===== src/rtl/cast_sequencer.sv =====
// cast_sequencer: streams a job of cfg_num elements through an external combinational cast unit.
// Define CAST_SEQ_PERF_CNT_EN to add the stall_cycles / job_cycles performance counters.
module cast_sequencer #(
  parameter int FUNCTION_BITS = 4,
  parameter int BIT_WIDTH     = 32,
  parameter int LEN_BITS      = 16
) (
  input  logic                     clk,
  input  logic                     reset,
  input  logic                     start,
  input  logic [FUNCTION_BITS-1:0] cfg_fn,
  input  logic [31:0]              cfg_imm,
  input  logic [LEN_BITS-1:0]      cfg_num,
  output logic                     busy,
  output logic                     done,
  output logic                     cfg_err,
  input  logic                     in_valid,
  output logic                     in_ready,
  input  logic [BIT_WIDTH-1:0]     in_data,
  output logic                     out_valid,
  input  logic                     out_ready,
  output logic [BIT_WIDTH-1:0]     out_data,
  output logic [FUNCTION_BITS-1:0] cast_fn,
  output logic [31:0]              cast_imm,
  output logic [BIT_WIDTH-1:0]     cast_din,
  input  logic [BIT_WIDTH-1:0]     cast_dout
`ifdef CAST_SEQ_PERF_CNT_EN
  ,
  output logic [31:0]              stall_cycles,
  output logic [31:0]              job_cycles
`endif
);

  typedef enum logic [1:0] {IDLE, RUN, DRAIN} state_t;

  state_t                     state_q, state_d;
  logic [FUNCTION_BITS-1:0]   fn_q, fn_d;
  logic [31:0]                imm_q, imm_d;
  logic [LEN_BITS-1:0]        remaining_q, remaining_d;
  logic                       out_valid_q, out_valid_d;
  logic [BIT_WIDTH-1:0]       out_data_q, out_data_d;
  logic                       done_q, done_d;
  logic                       cfg_err_q, cfg_err_d;

  logic fn_legal;
  logic start_accept;
  logic in_hs;
  logic out_hs;

  assign fn_legal = (cfg_fn <= FUNCTION_BITS'(5)) ||
                    (cfg_fn == FUNCTION_BITS'(8)) ||
                    (cfg_fn == FUNCTION_BITS'(9));

  assign start_accept = (state_q == IDLE) && start && fn_legal;

  assign in_ready = (state_q == RUN) && (remaining_q != '0) && (!out_valid_q || out_ready);
  assign in_hs    = in_valid && in_ready;
  assign out_hs   = out_valid_q && out_ready;

  always_comb begin
    state_d     = state_q;
    fn_d        = fn_q;
    imm_d       = imm_q;
    remaining_d = remaining_q;
    out_valid_d = out_valid_q;
    out_data_d  = out_data_q;
    done_d      = 1'b0;
    cfg_err_d   = cfg_err_q;

    // A push in the same cycle as a pop refills the output register, keeping one element per cycle.
    if (out_hs) begin
      out_valid_d = 1'b0;
    end
    if (in_hs) begin
      out_valid_d = 1'b1;
      out_data_d  = cast_dout;
      remaining_d = remaining_q - LEN_BITS'(1);
    end

    case (state_q)
      IDLE: begin
        if (start) begin
          if (fn_legal) begin
            fn_d        = cfg_fn;
            imm_d       = cfg_imm;
            remaining_d = cfg_num;
            cfg_err_d   = 1'b0;
            state_d     = (cfg_num == '0) ? DRAIN : RUN;
          end else begin
            cfg_err_d = 1'b1;
          end
        end
      end
      RUN: begin
        if (remaining_d == '0) begin
          state_d = DRAIN;
        end
      end
      DRAIN: begin
        if (!out_valid_q || out_hs) begin
          done_d  = 1'b1;
          state_d = IDLE;
        end
      end
      default: state_d = IDLE;
    endcase
  end

  always_ff @(posedge clk or posedge reset) begin
    if (reset) begin
      state_q     <= IDLE;
      fn_q        <= '0;
      imm_q       <= '0;
      remaining_q <= '0;
      out_valid_q <= 1'b0;
      out_data_q  <= '0;
      done_q      <= 1'b0;
      cfg_err_q   <= 1'b0;
    end else begin
      state_q     <= state_d;
      fn_q        <= fn_d;
      imm_q       <= imm_d;
      remaining_q <= remaining_d;
      out_valid_q <= out_valid_d;
      out_data_q  <= out_data_d;
      done_q      <= done_d;
      cfg_err_q   <= cfg_err_d;
    end
  end

  assign busy      = (state_q != IDLE);
  assign done      = done_q;
  assign cfg_err   = cfg_err_q;
  assign out_valid = out_valid_q;
  assign out_data  = out_data_q;
  assign cast_fn   = fn_q;
  assign cast_imm  = imm_q;
  assign cast_din  = in_data;

`ifdef CAST_SEQ_PERF_CNT_EN
  logic [31:0] stall_cycles_q, stall_cycles_d;
  logic [31:0] job_cycles_q, job_cycles_d;

  // Counters restart with each accepted job and freeze once it completes.
  always_comb begin
    stall_cycles_d = stall_cycles_q;
    job_cycles_d   = job_cycles_q;
    if (start_accept) begin
      stall_cycles_d = '0;
      job_cycles_d   = '0;
    end else if (busy) begin
      job_cycles_d = job_cycles_q + 32'd1;
      if (out_valid_q && !out_ready) begin
        stall_cycles_d = stall_cycles_q + 32'd1;
      end
    end
  end

  always_ff @(posedge clk or posedge reset) begin
    if (reset) begin
      stall_cycles_q <= '0;
      job_cycles_q   <= '0;
    end else begin
      stall_cycles_q <= stall_cycles_d;
      job_cycles_q   <= job_cycles_d;
    end
  end

  assign stall_cycles = stall_cycles_q;
  assign job_cycles   = job_cycles_q;
`endif

endmodule

===== config.mk =====
export PLATFORM = sky130hd
export DESIGN_NAME = cast_sequencer
export DESIGN_NICKNAME = d
export VERILOG_FILES = /design/src/rtl/cast_sequencer.sv
export SDC_FILE = /design/constraint.sdc
export NUM_CORES = 1
export LEC_CHECK = 0
export CAP_MARGIN = 25
export CORE_MARGIN = 2
export CORE_UTILIZATION = 39
export DETAILED_ROUTE_END_ITERATION = 7
export HOLD_SLACK_MARGIN = 0.1
export PLACE_DENSITY_LB_ADDON = 0.12
export SYNTH_ARGS = -nofsm -noshare
export SYNTH_HDL_FRONTEND = slang
export SYNTH_SLANG_ARGS = --single-unit
export TNS_END_PERCENT = 100

===== constraint.sdc =====
create_clock -name clk -period 3.7 [get_ports clk]
set_clock_uncertainty 0.05 [all_clocks]
set_input_delay 0.74 -clock clk [delete_from_list [all_inputs] [get_ports clk]]
set_output_delay 0.74 -clock clk [all_outputs]
set_load 0.05 [all_outputs]

==> results.txt <==
----------------------------------------------------
[Setup path]
  Worst path arrival time ... 2.50 ns
  R2r endpoint ... state_q[1]
  Critical R2R Launch ... remaining_q[0]
  Cell breakdown of the critical path ... inv_1, ha_1, or4b_4, nor4_4, or2_2, inv_1, buf_4
  Most frequent CP cell ... inv_1
  Type of the worst setup path ... flop to output pin
  Critical Path Fanout Max ... 8
  Required @ worst endpoint ... 2.91 ns
  Kind of start point of the critical path ... flop
  CP max-delay cell ... nor4_4
  Maximum single-stage delay on the critical path ... 0.52 ns
  Count of buffer and inverter cells on the critical path ... 3
  Number of cells on the worst reg-to-reg path ... 8
  Crit end category ... output pin
  Cell class contributing the biggest share of worst-path delay ... simple AND/OR/NAND/NOR gates
  R2R Setup Slk ... 0.79 ns

[Clock network]
  Maximum clock path buffer count ... 2
  Master cell of the clock root buffer ... clkbuf_8
  Clock latency on the worst-skew pair ... 0.35 ns
  Sink Count ... 89
  Number of buffers created by CTS ... 9
  Count of hold-fix buffers inserted at cts ... 0
  Worst-path clk slew ... 0.10 ns
  # H-tree levels ... 3
  Post-cts sizing count ... 0
  CTS tree ... done
  Number of buffers inserted to repair setup after CTS ... 0

[Synthesis]
  Mean Syn Cell Area ... 8.67 sq um
  Area share of xor/xnor cells in the synthesized design ... 3.14%
  Proportion of register bits with asynchronous set or reset after synthesis ... 100%
  Biggest area consumer among synthesized cells ... dfrtp_1
  Synthesized cell area ... 0.00419 sq mm
  Number of register bits inferred by synthesis ... 89
  Share of cell area taken by muxes after synthesis ... 0.538%
  Sequential-to-total area share from yosys stat ... 53.2%
  Proportion of netlist area held by the largest area contributor ... 53.2%
  Number of standard cells after synthesis ... 483
  Post-synthesis share of cell area spent on and, or, nand and nor gates ... 29.6%
  Main combinational cell family by area after synthesis ... simple AND/OR/NAND/NOR gates
  Net count after synthesis ... 606
  Yosys warnings ... 0
  Arithmetic-cell share of the synthesized area counting full adders, half adders and majority gates ... 0.597%
  Main area contributors after synthesis ... dfrtp_1 53%, nand2_1 20%, buf_4 5.7%, xnor2_1 2.5%, nor2_1 1.8%
  Most common flop cell mapped by yosys ... dfrtp_1
  Number of enable flip-flop cells after synthesis ... 0
  Fraction of the mapped netlist area in compound gates ... 4.33%
  Count of distinct cell types in the synthesized netlist ... 44

[Pwr]
  Power per standard cell area ... 590 mW/mm^2
  Overall power consumption ... 3.47 mW
  Standby leakage power ... 2.70 nW
  Peak supply drop ... 0.000284 V

[Floorplan]
  Die area ... 0.0116 sq mm
  Num rows ... 37
  Horizontal die dimension ... 108 um
  Height of the die ... 108 um
  Core box area ... 0.0104 sq mm
  Effective utilization at floorplan ... 40.4%
  Number of ports placed on the die boundary ... 226

[STA]
  Finish-stage setup viols ... 0
  Max Freq ... 0.304 GHz
  Final number of hold-violating endpoints ... 0
  Worst-margin pin slew ... 0.668 ns
  Setup repair after global routing missed its margin ... no
  Post-route minimum period ... 3.29 ns
  Total Neg Setup Slack ... 0 ns
  Slew margin rel. ... 55.4%
  Count of final max-slew check failures ... 0
  Final Cycle Share ... 88.8%

[Finish]
  Multi-input gate area in the final layout ... 0.00161 sq mm
  Layout cells sized above 1 ... 6.03%
  Leading cell type in the layout, fill and taps excluded ... nand2_1
  Commonest cells after routing, fill and taps aside ... 224 x nand2_1, 160 x clkdlybuf4s50_1, 89 x dfrtp_1
  Count of antenna diodes in the layout ... 0
  NumNets Final ... 732
  Area overhead of the layout relative to synthesis ... 40.3%
  Register Area ... 0.00223 sq mm
  Number of fill cells in the layout ... 950

[Drt]
  Via Count ... 3635
  Total wire length ... 11100 um
  Number of DRC violations after detailed-routing iteration 0 ... 171
  1st-pass router iterations ... 4
  Vias/cell ... 4.85
  Total DRC errors in the routed layout ... 0
  DR WL/cell ... 14.7 um
  Routed Antenna Nets ... 0

[Hold path]
  Hold crit path type ... flop to flop
  Depth of the worst hold-timing path ... 2
  Worst hold path startpoint ... cast_imm[27]
  End point of the most critical hold path ... cast_imm[27]

[Global route]
  Number of antenna violations at the first check in global routing ... 0
  Met2 usage ... 31.2%
  Overall overflow remaining after global route ... 0
  Pin count of the biggest net entering global routing ... 43
  Number of global-route vias before repair ... 3786
  GRT Resource Usage Total ... 19.8%
  GR Util met3 ... 6.90%
  Global-route met1 utilization ... 24.5%
  Wire length of the first global-routing pass ... 18100 um
  Most heavily used metal layer in global routing ... met2

[Run status]
  Run status ... finished, final reports clean

[Job]
  # Max-Cap Violations ... 0

[Placement]
  DP Wirelength ... 8070 um
  GPL Wtd Cong ... 0.862
  # port buffers ... 161

----------------------------------------------------
==> cells in the mapped netlist (2+ instances only) <==
cell type / number
mux2_2: 2
nand2b_1: 3
nor4_1: 10
a21oi_1: 7
clkbuf_1: 12
and3_1: 3
o21ai_0: 9
ha_1: 2
xor2_1: 3
nand3_1: 3
nor4_2: 2
or2_2: 2
nand2_1: 224
inv_1: 7
nor3_1: 6
nand4b_1: 2
or4_1: 2
buf_2: 6
xnor2_1: 12
nand4_1: 3
dfrtp_1: 89
buf_1: 2
buf_4: 32
nor2_1: 20
==> worst max path at each step <==
stage	start	to	depth (start not counted)
2_1_floorplan	reset	cast_fn[0]	1
3_3_place_gp	out_ready	state_q[1]	7
3_5_place_dp	out_ready	state_q[0]	7
4_1_cts	remaining_q[0]	in_ready	7
5_1_grt	remaining_q[0]	in_ready	7
6_report	remaining_q[0]	in_ready	7
==> per-stage QoR <==
stage	area (sq um)	std cells	hold slack [ns]	util (%)	setup slack, ns
floorplan	4190	483	0.503	-	0.603
global placement	5700	734	0.407	54.9	0.667
detailed placement	5700	734	0.411	54.9	0.605
CTS	5880	750	0.435	56.7	0.368
global route	5880	750	0.458	56.7	0.227
finish	5880	750	0.431	56.7	0.414
==> sequential cells by signal, summed over array words and instances (netlist names) <==
register	cells
out_data	32
cfg_err	1
cast_imm	32
state_q	2
remaining_q	16
cast_fn	4
out_valid	1
done	1
==> worst reg2reg max path, stage by stage, from the launching register on <==
cell	delay, ns
dfrtp_1	0.45
inv_1	0.11
ha_1	0.14
or4b_4	0.47
nor4_4	0.52
or2_2	0.43
a21oi_1	0.14
nor4b_2	0.34
a31o_1	0.20
==> logic make-up after synthesis <==
logic type | after synthesis
AND/OR/NAND/NOR | 288
buffers and inverters | 60
flip-flops | 89
AO/OA/AOI/OAI | 27
adder cells (fa/ha/maj) | 2
multiplexers | 2
XOR/XNOR | 15
==> where the power goes <==
| part | leakage, nW | switching [mW] | internal (mW) |
|---|---|---|---|
| logic | 1.50 | 0.885 | 0.550 |
| clock network | 0.0857 | 0.362 | 0.267 |
| registers | 1.11 | 0.208 | 1.20 |
==> cell type report <==
class / count / area share (%)
clock inverters: 5 / 0.702
multi-input cells: 334 / 27.4
flip-flops and latches: 89 / 37.9
repair buffers: 168 / 28.3
well taps: 136 / 2.89
clock buffers: 11 / 2.41
inverters: 7 / 0.468
==> layer usage <==
metal	part of all wire, %	vias up
met3	9.2	31
met1	41	1717
met5	0	-
met4	2.8	0
li1	-	1759
met2	47	128
Note: power is estimated with default switching activity, not from simulation.
